==> config.mk <==
export PLATFORM = sky130hd
export DESIGN_NAME = seg_refresh_scheduler
export DESIGN_NICKNAME = d
export VERILOG_FILES = /design/src/rtl/seg_refresh_scheduler.sv
export SDC_FILE = /design/constraint.sdc
export NUM_CORES = 1
export LEC_CHECK = 0
export BUFFER_PORTS_ARGS = -buffer_cell sky130_fd_sc_hd__buf_2
export CELL_PAD_IN_SITES_DETAIL_PLACEMENT = 2
export CELL_PAD_IN_SITES_GLOBAL_PLACEMENT = 2
export CORE_MARGIN = 2
export CORE_UTILIZATION = 35
export DETAILED_ROUTE_END_ITERATION = 10
export PLACE_DENSITY_LB_ADDON = 0.1
export SETUP_SLACK_MARGIN = 0.4
export SYNTH_ARGS = -nofsm -noshare
export SYNTH_HDL_FRONTEND = slang
export SYNTH_SLANG_ARGS = --single-unit
==> constraint.sdc <==
create_clock -name clk -period 3 [get_ports clk]
set_input_delay 0.15 -clock clk [delete_from_list [all_inputs] [get_ports clk]]
set_output_delay 0.15 -clock clk [all_outputs]
set_load 0.05 [all_outputs]
==> src/rtl/seg_refresh_scheduler.sv <==
// seg_refresh_scheduler
// Time-multiplexes a shared seven-segment bus across NUM_DIGITS digits.
// A programmable prescaler on the system clock produces refresh ticks. Each
// tick hands the bus to the next enabled digit in round-robin order. Every
// advance is followed by a blanking dead-time with all anodes off, which
// keeps the outgoing digit from ghosting onto the incoming one.
module seg_refresh_scheduler #(
  parameter int                    NUM_DIGITS  = 8,
  parameter int                    SEL_W       = $clog2(NUM_DIGITS),
  parameter int                    PRESCALE_W  = 20,
  parameter logic [PRESCALE_W-1:0] DEFAULT_DIV = 20'd99999,
  parameter int                    BLANK_CYC   = 4
) (
  input  logic                  clk,
  input  logic                  rst,
  input  logic                  en,
  input  logic [NUM_DIGITS-1:0] digit_en,
  input  logic [PRESCALE_W-1:0] div_in,
  input  logic                  div_load,
  output logic                  div_ack,
  output logic [SEL_W-1:0]      sel,
  output logic [NUM_DIGITS-1:0] anode,
  output logic                  tick,
  output logic                  frame
);

  typedef enum logic [1:0] {
    IDLE  = 2'd0,
    BLANK = 2'd1,
    SHOW  = 2'd2
  } state_t;

  // The blank counter is loaded with the number of blank cycles still to
  // come after the tick cycle itself.
  localparam logic [3:0] BLANK_LAST = 4'(BLANK_CYC - 1);

  state_t                state;
  logic [PRESCALE_W-1:0] cnt;
  logic [PRESCALE_W-1:0] div_reg;
  logic [PRESCALE_W-1:0] pend_val;
  logic                  pend_valid;
  logic [3:0]            blank_cnt;

  logic                  tick_evt;
  logic                  do_apply;
  logic [PRESCALE_W-1:0] apply_val;
  logic [SEL_W-1:0]      idle_pick;
  logic [SEL_W-1:0]      run_pick;

  // Lowest set index of the mask (0 when the mask is empty).
  function automatic logic [SEL_W-1:0] first_set(input logic [NUM_DIGITS-1:0] mask);
    logic [SEL_W-1:0] res;
    res = '0;
    for (int i = NUM_DIGITS - 1; i >= 0; i--) begin
      if (mask[i]) res = SEL_W'(i);
    end
    return res;
  endfunction

  // Next set index strictly after cur, wrapping to the lowest set index.
  function automatic logic [SEL_W-1:0] next_set(input logic [SEL_W-1:0]      cur,
                                                input logic [NUM_DIGITS-1:0] mask);
    logic [SEL_W-1:0] fwd_idx;
    logic             fwd_found;
    fwd_idx   = '0;
    fwd_found = 1'b0;
    for (int i = NUM_DIGITS - 1; i >= 0; i--) begin
      if (mask[i] && (SEL_W'(i) > cur)) begin
        fwd_idx   = SEL_W'(i);
        fwd_found = 1'b1;
      end
    end
    return fwd_found ? fwd_idx : first_set(mask);
  endfunction

  // Active-low anode pattern that lights only digit idx.
  function automatic logic [NUM_DIGITS-1:0] show_mask(input logic [SEL_W-1:0] idx);
    logic [NUM_DIGITS-1:0] one;
    one = '0;
    one[0] = 1'b1;
    return ~(one << idx);
  endfunction

  // A divisor change lands on a tick, or straight away while the block is
  // paused; a load request in that same cycle wins over the older pending one.
  assign tick_evt  = en && (cnt == div_reg);
  assign do_apply  = (pend_valid || div_load) && (tick_evt || !en);
  assign apply_val = div_load ? div_in : pend_val;
  assign idle_pick = first_set(digit_en);
  assign run_pick  = next_set(sel, digit_en);

  // Prescaler, divisor handshake and the digit scheduling state machine.
  always_ff @(posedge clk) begin
    if (rst) begin
      state      <= IDLE;
      cnt        <= '0;
      div_reg    <= DEFAULT_DIV;
      pend_val   <= '0;
      pend_valid <= 1'b0;
      blank_cnt  <= '0;
      sel        <= '0;
      anode      <= '1;
      tick       <= 1'b0;
      frame      <= 1'b0;
      div_ack    <= 1'b0;
    end else begin
      if (do_apply) begin
        div_reg    <= apply_val;
        pend_valid <= 1'b0;
      end else if (div_load) begin
        pend_val   <= div_in;
        pend_valid <= 1'b1;
      end
      div_ack <= do_apply;

      if (en) begin
        tick  <= tick_evt;
        frame <= 1'b0;
        if (tick_evt || do_apply) cnt <= '0;
        else                      cnt <= cnt + 1'b1;

        if (digit_en == '0) begin
          state <= IDLE;
          anode <= '1;
        end else if (tick_evt) begin
          if (state == IDLE) begin
            sel <= idle_pick;
          end else begin
            sel   <= run_pick;
            frame <= (run_pick <= sel);
          end
          if (BLANK_CYC == 0) begin
            state <= SHOW;
            anode <= show_mask((state == IDLE) ? idle_pick : run_pick);
          end else begin
            state     <= BLANK;
            blank_cnt <= BLANK_LAST;
            anode     <= '1;
          end
        end else begin
          case (state)
            IDLE: begin
              anode <= '1;
            end
            BLANK: begin
              if (blank_cnt != '0) begin
                blank_cnt <= blank_cnt - 1'b1;
              end else if (digit_en[sel]) begin
                state <= SHOW;
                anode <= show_mask(sel);
              end else begin
                anode <= '1;
              end
            end
            SHOW: begin
              if (!digit_en[sel]) begin
                state     <= BLANK;
                blank_cnt <= '0;
                anode     <= '1;
              end
            end
            default: begin
              state <= IDLE;
              anode <= '1;
            end
          endcase
        end
      end else if (do_apply) begin
        cnt <= '0;
      end
    end
  end

endmodule

* Yosys cells after proc, flatten, opt, wreduce, memory -nomap -nowiden
Index checks and enable logic that the tools add are counted.
Storage, ports and cells: register bits after elaboration 81, bits of input ports 32, output and inout bits 14, word-level logic and storage cells 110
Cells by class: add/subtract/negate cells 2, magnitude comparators 10, equality and inequality tests 9, shift operators 1, multiplexer cells 51, bitwise gates (word level) 2, reduce and logical (&&, ||, !) cells 24
Operators by type and width (count):
- $mux 20 | 4
- $mux 3 | 18
- $mux 8 | 5
- $add 20x1->20 const B | 1
- $eq 20x20->1 | 1
- $pmux 8 s2 | 1
- $gt 3x3->1 const A | 4
- $mux 1 | 12
- $mux 4 | 3
- $ne 4x4->1 const B | 3
- $logic_and 1x1->1 | 10
- $mux 2 | 5
- $reduce_and 5->1 | 2
- $ne 3x3->1 const B | 3
- $logic_not 8->1 | 1
- $not 8->8 | 1
- $pmux 4 s2 | 1
- $shl 1x3->8 const A | 1
- $gt 1x3->1 const A | 2
- $gt 2x3->1 const A | 2
- $pmux 2 s3 | 1
- $reduce_and 3->1 | 2
- $lt 3x4->1 const B | 1
- $reduce_bool 4->1 | 1
- 12 further kinds | 14

* Longest topological paths before layout
Gate-level depths: netlist of run 1.
depth in word-level cells 15, mapped depth 14, depth with buffers taken out 12

* Least setup slack after synthesis of run 1
No wires, ideal clock.
kind flip-flop to flip-flop, start point reg sel[0], end point reg frame, data arrival time 2.674 ns, setup slack 0.255 ns, stages on the path, launching flop included 14, period minus slack after synthesis 2.745 ns, path through dfxtp_1 buf_6 clkbuf_1 inv_1 o21ai_0 a21oi_1 o22ai_1 a21o_1 ha_1 a21o_1 a21oi_1 a31oi_1 or3_1 a21oi_1
On the way: longest elaborated chain between the ends 15
Ends and longest elaborated chain:
- start: declaration | RTL line 21 | output logic [SEL_W-1:0] sel,
- start signal: assignment | RTL line 127 | sel <= idle_pick;
- start signal: assignment | RTL line 129 | sel <= run_pick;
- $gt 3x3->1 | RTL line 68 | if (mask[i] && (SEL_W'(i) > cur)) begin
- $logic_and 1x1->1 | RTL line 68
- $mux 3 / $mux 1 (equally long branches) (8 in series) | RTL line 68
- $mux 3 | RTL line 73 | return fwd_found ? fwd_idx : first_set(mask);
- $le 3x3->1 (*) | RTL line 130 | frame <= (run_pick <= sel);
- $mux 1 (*) | RTL line 126 | if (state == IDLE) begin
- $mux 1 (*) | RTL line 125 | end else if (tick_evt) begin
- $mux 1 (*) | RTL line 122 | if (digit_en == '0) begin
- end signal: assignment | RTL line 130
- end: declaration | RTL line 24 | output logic frame
Every way passes the cells marked *; elsewhere a longest branch is shown, timed or not. A chain may end at the register's enable or synchronous reset.

* Worst setup path in the final report of run 1
start point reg sel[1], end point reg frame
The elaborated chain is that of the path after synthesis.

==> results of run 1 <==
==> per-layer routing <==
metal  GRT usage (%)  vias to the layer above  routed length, um
met5               0                        -                  0
met4            6.67                        0                178
met3            3.34                       13                405
met2            37.2                       68               6720
met1            31.6                     2010               7050
li1                -                     1902                  -
==> timing repair <==
| item | in CTS | in global routing |
|---|---|---|
| setup buffers | 0 | 4 |
| resized for setup | 3 | 8 |
| endpoints found under the setup margin | 1 | 7 |
| gates cloned | 0 | 0 |
==> kinds of logic after synthesis <==
logic type / Yosys count
XOR/XNOR: 32
flip-flops: 81
AO/OA/AOI/OAI: 123
multiplexers: 27
buffers and inverters: 47
adder cells (fa/ha/maj): 6
AND/OR/NAND/NOR: 185
==> synthesized netlist by cell type (all sizes together), types with 5 or more instances <==
cell type,number,area share (%)
a211oi,5,0.88
a21o,5,0.88
a21oi,39,4.6
a22oi,5,0.88
a2bb2oi,12,2.6
and2,5,0.74
and3,9,1.3
buf,9,1.2
clkbuf,23,2.0
dfxtp,81,38
ha,6,1.8
inv,15,1.3
mux2i,22,5.2
nand2,44,3.9
nand3,36,4.2
nand4,11,1.6
nor2,36,3.2
nor2b,7,1.0
nor3,9,1.1
nor4,14,2.1
o21ai,17,2.1
o2bb2ai,10,2.1
xnor2,5,1.0
xor2,27,5.6
==> tightest hold or removal path: stages <==
cell     delay [ps]
buf_2           100
nand3_1          70
a21oi_1          60
==> worst max-delay path by stage <==
| stage | to | depth (start not counted) |
|---|---|---|
| 2_1_floorplan | frame | 14 |
| 3_5_place_dp | frame | 11 |
| 4_1_cts | frame | 11 |
| 5_1_grt | frame | 11 |
| 6_report | frame | 11 |
| 3_3_place_gp | frame | 11 |
==> power by group through the flow <==
stage | combinational, mW | sequential (mW) | clock (mW)
2_1_floorplan | 0.150 | 1.15 | 0
3_3_place_gp | 0.237 | 1.16 | 0
3_5_place_dp | 0.248 | 1.16 | 0
4_1_cts | 0.249 | 1.14 | 1.04
5_1_grt | 0.275 | 1.14 | 1.09
6_report | 0.248 | 1.13 | 1.02
==> per-stage QoR <==
stage	cell area, um2	hold WS [ps]
6_report	4930	82.0
5_1_grt	4930	90.6
4_1_cts	4870	77.3
3_5_place_dp	4610	444
3_3_place_gp	4610	430
2_1_floorplan	4250	313
==> area by class of cell <==
type	count	area, um2
clock buffer	12	246
sequential	81	1630
multi-input combinational	373	2450
timing repair buffer	60	338
tap	147	184
inverter	15	60.1
fill	1354	6980
clock inverter	3	17.5
==> impl_metrics.py, run 1 <==
metrics = {
    "cts": {
        "hold_buffers": 0,
        "cts_max_level": 3,
        "clkTransAtPathRegs_ps": 60,
        "clkLatencyLatePin_ps": 350,
        "ctsRootBufferMaster": "clkbuf_16",
        "cts_tree": "built",
        "cts.path.max_buffers": 2,
        "cts.sinks": 81,
        "numCtsBuffers": 9,
    },
    "drt": {
        "num_vias": 3993,
        "ant_nets": 0,
        "drtIter0Drc": 210,
        "avgViaCountPerCell": 5.78,
        "wl_per_cell_um": 20.8,
        "drc_errors": 0,
        "wirelength_um": 14300,
        "dr.pass1.iters": 4,
    },
    "pwr": {
        "p_switching_mw": 0.625,
        "power_mw": 2.40,
        "switching_share_pct": 26.0,
        "seqPwrFrac_pct": 47.2,
        "comb_power_share_pct": 10.3,
        "ir_worst_vdd_v": 0.000214,
        "p_leak_nw": 1.92,
        "power.density_mw_per_mm2": 487,
        "p_clk_share_pct": 42.5,
        "p_int_mw": 1.78,
    },
    "critical_path": {
        "critPathTopFamily": "compound AO/OA/AOI/OAI gates",
        "crit_path_max_fanout": 13,
        "reg2reg_from": "sel[1]",
        "critPathRequiredTime_ps": 3290,
        "rrSetupSlack_ps": 550,
        "critPathMaxStageDelay_ps": 410,
        "r2r-end": "frame",
        "critPathKind": "register to register",
        "cp_data_arrival_time_ps": 2730,
        "cp_cell_sequence": "nor2b_2, o21ai_0, a21oi_2, o22ai_1, a21o_1, ha_1, a21o_1, a21oi_1, a31oi_1, or3_1, a21oi_1",
        "endpoint_kind": "register",
        "cp_slowest_cell": "dfxtp_4",
        "cp-start-kind": "register",
        "cp-startpoint": "sel[1]",
        "path_buf_inv": 0,
        "rr_worst_depth": 11,
    },
    "sta": {
        "clock_skew_ps": 8.22,
        "tightest_slew_ps": 862,
        "period_share_pct": 81.6,
        "rsz0062_at_grt": "false",
        "tns_ps": 0,
        "setup_viol": 0,
        "drv_slew": 0,
        "setup_ws_ps": 552,
        "slew_headroom_pct": 42.5,
        "hold_viol": 0,
        "fmax_ghz": 0.408,
        "final.min_clock_period_ps": 2450,
    },
    "final_layout": {
        "final_cell_mix": "78 x dfxtp_1, 45 x buf_2, 44 x nand2_1, 37 x a21oi_1",
        "diodes": 0,
        "nets": 578,
        "final_cells": 691,
        "synthToLayoutAreaGrowth_pct": 16.2,
        "final_util_pct": 41.4,
        "final_common_cell": "dfxtp_1",
        "drive_above_1_share_pct": 16.9,
    },
    "synthesis": {
        "synth-main-ff-cell": "dfxtp_1",
        "synth_top_family_by_area": "simple AND/OR/NAND/NOR gates",
        "ys_ff_latch": 81,
        "synth_edf_count": 0,
        "synthCells": 501,
        "ys_seq_area_share_pct": 38.2,
        "synth-compound-area-share_pct": 20.3,
        "synth-simple-area-share_pct": 21.7,
        "synth_nets": 539,
        "ys_warn_count": 0,
        "synthMuxAreaShare_pct": 6.87,
        "synth_xor_area_share_pct": 6.61,
        "synthArstFlopShare_pct": 0,
        "synth_adder_area_share_pct": 1.77,
        "synth.avg_cell_area_um2": 8.47,
        "netlist_area_mm2": 0.00424,
        "synth.distinct_cells": 60,
    },
    "grt": {
        "grt_usage_pct": 22.9,
        "grt_overflow_total": 0,
        "grt_antenna_before_repair": 0,
        "grt_pass1_vias": 4196,
        "grt_first_pass_wirelength_um": 23200,
        "grt_max_degree": 42,
    },
    "floorplanning": {
        "die_height_um": 114,
        "placement_rows": 40,
        "io_pins": 46,
        "initial_core_util_pct": 35.6,
        "core_area_mm2": 0.0119,
        "die_x_um": 114,
        "die_area_mm2": 0.0130,
    },
    "place": {
        "place_congestion": 0.824,
        "dp_hpwl_um": 10500,
        "placed_cells": 672,
        "numPortBuffers": 45,
        "dp_slack_ps": 371,
    },
    "outcome": {
        "outcome": "completed",
    },
    "hold_path": {
        "worstHoldStart": "div_in[7]",
        "holdPathEnd": "pend_val[7]",
        "hold_depth": 3,
        "hold_class": "input port to register",
    },
    "job": {
        "maxCapViolCount": 0,
    },
}
No activity file was read; power rests on OpenSTA's default activity.
==> run 2: changes to the inputs <==
Settings changed: CORE_UTILIZATION 35 to 32.
Clock period 3 ns to 2.2 ns, I/O delays scaled along.
==> run 2 against run 1 <==
Net effect: the flow now finishes with violations (negative setup slack); sequential share of layout area down 10 points; sequential power increased by 39%; flip-flop and latch count stayed put; largest power group unchanged; highest routed layer unchanged.
==> impl_metrics.py, run 2 (synthesized netlist as in run 1, its figures left out) <==
metrics = {
    "place": {
        "dp_slack_ps": -130,
        "numPortBuffers": 45,
        "dp_hpwl_um": 11600,
        "place_congestion": 0.831,
        "dpl_cell_area_mm2": 0.00515,
        "placed_cells": 744,
    },
    "floorplanning": {
        "die_area_mm2": 0.0142,
        "initial_core_util_pct": 32.4,
        "placement_rows": 42,
        "core_area_mm2": 0.0131,
        "io_pins": 46,
        "die_x_um": 119,
        "die_height_um": 119,
    },
    "grt": {
        "grt_max_degree": 41,
        "grt_pass1_vias": 5312,
        "grt_usage_pct": 31.2,
        "grt_overflow_total": 0,
        "grt_antenna_before_repair": 0,
        "grt_first_pass_wirelength_um": 33100,
    },
    "final_layout": {
        "final_common_cell": "buf_4",
        "diodes": 0,
        "drive_above_1_share_pct": 61.5,
        "n_fill_cell": 1214,
        "design_area_mm2": 0.00753,
        "final_cell_mix": "73 x buf_4, 45 x buf_2, 39 x dfxtp_1, 31 x buf_6, 27 x a21oi_2",
        "synthToLayoutAreaGrowth_pct": 77.6,
        "final_cells": 831,
        "nets": 688,
    },
    "cts": {
        "cts_tree": "built",
        "clkLatencyLatePin_ps": 370,
        "clkTransAtPathRegs_ps": 70,
        "numCtsBuffers": 9,
        "hold_buffers": 0,
        "cts.sinks": 81,
        "cts_max_level": 3,
        "ctsRootBufferMaster": "clkbuf_16",
        "cts.path.max_buffers": 2,
    },
    "critical_path": {
        "reg2reg_from": "cnt[15]",
        "cp-startpoint": "cnt[15]",
        "cp_data_arrival_time_ps": 2940,
        "endpoint_kind": "register",
        "crit_end": "blank_cnt[2]",
        "critPathKind": "register to register",
        "r2r-end": "blank_cnt[2]",
        "critPathRequiredTime_ps": 2510,
        "rr_worst_depth": 8,
        "cp-start-kind": "register",
        "crit_path_max_fanout": 4,
        "rrSetupSlack_ps": -440,
    },
    "drt": {
        "ant_nets": 0,
        "drc_errors": 0,
        "wl_per_cell_um": 33.7,
        "wirelength_um": 28000,
        "avgViaCountPerCell": 6.14,
        "num_vias": 5100,
        "drtIter0Drc": 484,
        "dr.pass1.iters": 5,
    },
    "sta": {
        "hold_viol": 0,
        "drv_slew": 0,
        "final.min_clock_period_ps": 2640,
        "slew_headroom_pct": 24.9,
        "clock_skew_ps": 15.2,
        "rsz0062_at_grt": "true",
        "setup_ws_ps": -435,
        "setup_viol": 37,
        "tightest_slew_ps": 1120,
        "period_share_pct": 120,
        "fmax_ghz": 0.379,
    },
    "hold_path": {
        "hold_class": "input port to register",
    },
    "job": {
        "maxCapViolCount": 0,
    },
    "outcome": {
        "outcome": "finished, violations left",
        "failed_checks": "negative setup slack",
    },
    "pwr": {
        "power.density_mw_per_mm2": 514,
        "p_leak_nw": 2.91,
        "ir_worst_vdd_v": 0.000596,
    },
}
==> run 2: metrics by stage <==
| step | TNS [ps] | utilization (%) | hold WS (ps) | power, mW |
|---|---|---|---|---|
| 6_report | -3740 | 57.6 | 31.0 | 3.88 |
| 3_3_place_gp | -57.0 | 39.3 | 390 | 1.94 |
| 5_1_grt | -6160 | 57.6 | 39.8 | 3.96 |
| 3_5_place_dp | -613 | 39.3 | 402 | 1.96 |
| 2_1_floorplan | -191 | - | 273 | 1.79 |
| 4_1_cts | -247 | 51.6 | 26.2 | 3.61 |
==> run 2: worst min path at each step <==
stage                     from            to  slack [ps]  cells after the start
floorplan            div_in[0]   pend_val[0]         270                      2
detailed placement  div_in[10]  pend_val[10]         400                      3
global route        div_in[13]  pend_val[13]          40                      3
finish              div_in[14]  pend_val[14]          30                      3
global placement    div_in[19]  pend_val[19]         390                      3
CTS                  div_in[5]   pend_val[5]          30                      3
==> run 2: report_power, final <==
group,leakage (nW),internal (mW),switching [mW]
Sequential,0.678,1.50,0.0754
Clock,0.137,0.830,0.720
Combinational,2.09,0.330,0.424
Total,2.91,2.66,1.22
==> run 2: repair_timing <==
action | 4_1_cts | 5_1_grt
gates resized for setup | 209 | 119
pin swaps | 81 | 47
endpoints found under the setup margin | 79 | 81
gates cloned | 9 | 0
setup buffers | 41 | 21
==> run 2: layout make-up <==
class	instances	area (um2)	share of cell area, %
multi-input cells	374	3690	48.9
clock buffers	14	264	3.50
repair buffers	169	1550	20.6
clock inverters	2	11.3	0.149
well taps	176	220	2.92
inverters	15	76.3	1.01
flip-flops and latches	81	1720	22.9
==> run 2: routing by layer <==
| layer | wire length (um) | vias to the layer above | global-route usage, % | part of all wire, % |
|---|---|---|---|---|
| met5 | 0 | - | 0 | 0 |
| met4 | 1530 | 0 | 16.0 | 5.4 |
| met3 | 1440 | 106 | 5.32 | 5.1 |
| met2 | 13800 | 261 | 54.4 | 49 |
| met1 | 11200 | 2618 | 36.7 | 40 |
| li1 | - | 2115 | - | - |
==> run 2: critical path, stage by stage (launching register included) <==
cell	delay [ps]
dfxtp_2	390
xor2_2	280
nor4_4	100
and3_4	200
buf_12	130
buf_8	140
a311oi_1	910
and3_1	300
a211o_1	100
==> run 3: changes to the inputs <==
Settings changed: CORE_MARGIN 2 to 1.5.
==> run 3 against run 2 <==
Net effect: the flow still finishes with violations (negative setup slack); sequential share of layout area rose by 0.48 points; critical path depth shrank 1; routed wire length fell by 5.9%; via count decreased by 3.8%; combinational power fell by 7.7%; critical path type unchanged; total power down 1.5%; non-clock buffer count is 21 lower; sequential power barely moved; final cell count decreased by 3.0%; register-to-register slack gained 190 ps.
==> impl_metrics.py, run 3 (synthesized netlist as in run 1, its figures left out) <==
metrics = {
    "drt": {
        "drtIter0Drc": 314,
        "wirelength_um": 26400,
        "avgViaCountPerCell": 6.09,
        "dr.pass1.iters": 5,
        "wl_per_cell_um": 32.7,
        "ant_nets": 0,
        "drc_errors": 0,
        "num_vias": 4905,
    },
    "sta": {
        "setup_viol": 28,
        "period_share_pct": 111,
        "hold_viol": 0,
        "setup_ws_ps": -250,
        "clock_skew_ps": 11.1,
        "drv_slew": 0,
        "slew_headroom_pct": 40.7,
        "tightest_slew_ps": 889,
        "final.min_clock_period_ps": 2450,
        "rsz0062_at_grt": "true",
        "fmax_ghz": 0.408,
    },
    "floorplanning": {
        "core_area_mm2": 0.0128,
        "initial_core_util_pct": 33.2,
        "die_x_um": 118,
        "io_pins": 46,
        "die_height_um": 118,
        "die_area_mm2": 0.0140,
        "placement_rows": 41,
    },
    "critical_path": {
        "critPathTopFamily": "multiplexers",
        "r2r-end": "blank_cnt[0]",
        "cp_cell_sequence": "buf_6, mux2_4, mux4_2, a221oi_4, inv_2, o311a_1, nor2_1",
        "critPathMaxStageDelay_ps": 570,
        "cp.depth": 7,
        "path_buf_inv": 2,
        "cp-startpoint": "sel[0]",
        "crit_path_max_fanout": 4,
        "cp_slowest_cell": "mux4_2",
        "critPathRequiredTime_ps": 2470,
        "rrSetupSlack_ps": -250,
        "crit_end": "blank_cnt[0]",
        "cp_data_arrival_time_ps": 2720,
        "cp-start-kind": "register",
        "reg2reg_from": "sel[0]",
        "rr_worst_depth": 7,
        "critPathKind": "register to register",
        "endpoint_kind": "register",
    },
    "cts": {
        "cts.path.max_buffers": 2,
        "clkLatencyLatePin_ps": 370,
        "clkTransAtPathRegs_ps": 70,
        "cts_tree": "built",
        "numCtsBuffers": 9,
        "cts_max_level": 3,
        "cts.sinks": 81,
        "ctsRootBufferMaster": "clkbuf_16",
    },
    "pwr": {
        "power_mw": 3.82,
        "ir_worst_vdd_v": 0.000314,
        "p_int_mw": 2.63,
        "p_leak_nw": 2.77,
        "p_switching_mw": 1.19,
        "p_clk_share_pct": 40.7,
        "power.density_mw_per_mm2": 531,
        "comb_power_share_pct": 18.2,
        "seqPwrFrac_pct": 41.1,
        "switching_share_pct": 31.1,
    },
    "grt": {
        "grt_max_degree": 42,
        "grt_pass1_vias": 5242,
        "grt_antenna_before_repair": 0,
        "grt_usage_pct": 30.4,
        "grt_first_pass_wirelength_um": 32200,
        "grt_overflow_total": 0,
    },
    "final_layout": {
        "multi_input_area_mm2": 0.00360,
        "seq_area_mm2": 0.00168,
        "nets": 667,
        "n_fill_cell": 1230,
        "drive_above_1_share_pct": 56.9,
        "final_common_cell": "buf_4",
        "final_cell_mix": "60 x buf_4, 52 x dfxtp_1, 45 x buf_2, 26 x buf_6, 25 x a21oi_2",
        "diodes": 0,
        "synthToLayoutAreaGrowth_pct": 69.5,
        "final_cells": 806,
    },
    "hold_path": {
        "hold_class": "input port to register",
    },
    "place": {
        "numPortBuffers": 45,
        "placed_cells": 745,
        "dp_hpwl_um": 11500,
        "place_congestion": 0.831,
        "dp_slack_ps": -111,
    },
    "outcome": {
        "failed_checks": "negative setup slack",
        "outcome": "finished, violations left",
    },
    "job": {
        "maxCapViolCount": 0,
    },
}
==> run 3: changes by cell type in the layout (fill, tap and decap cells not counted), sizes merged <==
cell	delta
buf	-22
inv	+3
clkbuf	-1
nand3	-1
==> run 3: worst reg2reg max path, stage by stage (launching register included) <==
cell	delay, ps
dfxtp_4	410
buf_6	160
mux2_4	320
mux4_2	570
a221oi_4	340
inv_2	100
o311a_1	310
nor2_1	160
==> run 3: worst min-delay path by stage <==
stage	startpoint	endpoint	slack, ps	cells past startpoint
2_1_floorplan	div_in[0]	pend_val[0]	270	2
3_3_place_gp	div_in[4]	pend_val[4]	390	3
3_5_place_dp	div_in[4]	pend_val[4]	400	3
4_1_cts	div_in[6]	pend_val[6]	30	3
5_1_grt	div_in[9]	pend_val[9]	40	3
6_report	div_in[2]	pend_val[2]	40	3
==> run 3: layer usage <==
metal	track usage (%)	vias up	wire length (um)
met5	0	-	0
met4	14.3	0	1270
met3	4.97	90	1370
met2	52.9	213	13100
met1	36.4	2514	10700
li1	-	2088	-
==> run 3: power groups by stage <==
| stage | clock (mW) | sequential, mW | combinational (mW) |
|---|---|---|---|
| floorplan | 0 | 1.57 | 0.222 |
| global placement | 0 | 1.57 | 0.359 |
| detailed placement | 0 | 1.57 | 0.374 |
| CTS | 1.51 | 1.55 | 0.522 |
| global route | 1.62 | 1.57 | 0.716 |
| finish | 1.55 | 1.57 | 0.696 |
==> run 3: per-stage QoR <==
stage	cell area (um2)	setup TNS, ps	utilization (%)	hold slack (ps)
final	7190	-3100	56.3	39.2
after global routing	7190	-6170	56.3	40.1
after CTS	6450	-311	50.5	25.4
after detailed placement	5160	-313	40.4	399
after global placement	5160	-63.9	40.4	389
after floorplan	4450	-191	-	273
==> run 3: area by class of cell <==
| type | instances | area share, % |
|---|---|---|
| Clock buffer | 12 | 3.57 |
| Clock inverter | 4 | 0.348 |
| Inverter | 15 | 0.991 |
| Multi-Input combinational cell | 373 | 50.1 |
| Sequential cell | 81 | 23.4 |
| Tap cell | 172 | 2.99 |
| Timing Repair Buffer | 148 | 18.5 |
| Timing Repair inverter | 1 | 0.122 |
==> run 3: repair_timing <==
action                                  in CTS  in global routing
endpoints found under the hold margin        0                  0
endpoints found under the setup margin      80                 80
hold buffers                                 0                  0
cloned                                       5                  2
setup buffers                               23                 15
gates resized for setup                    180                111
pin swaps                                   77                 43
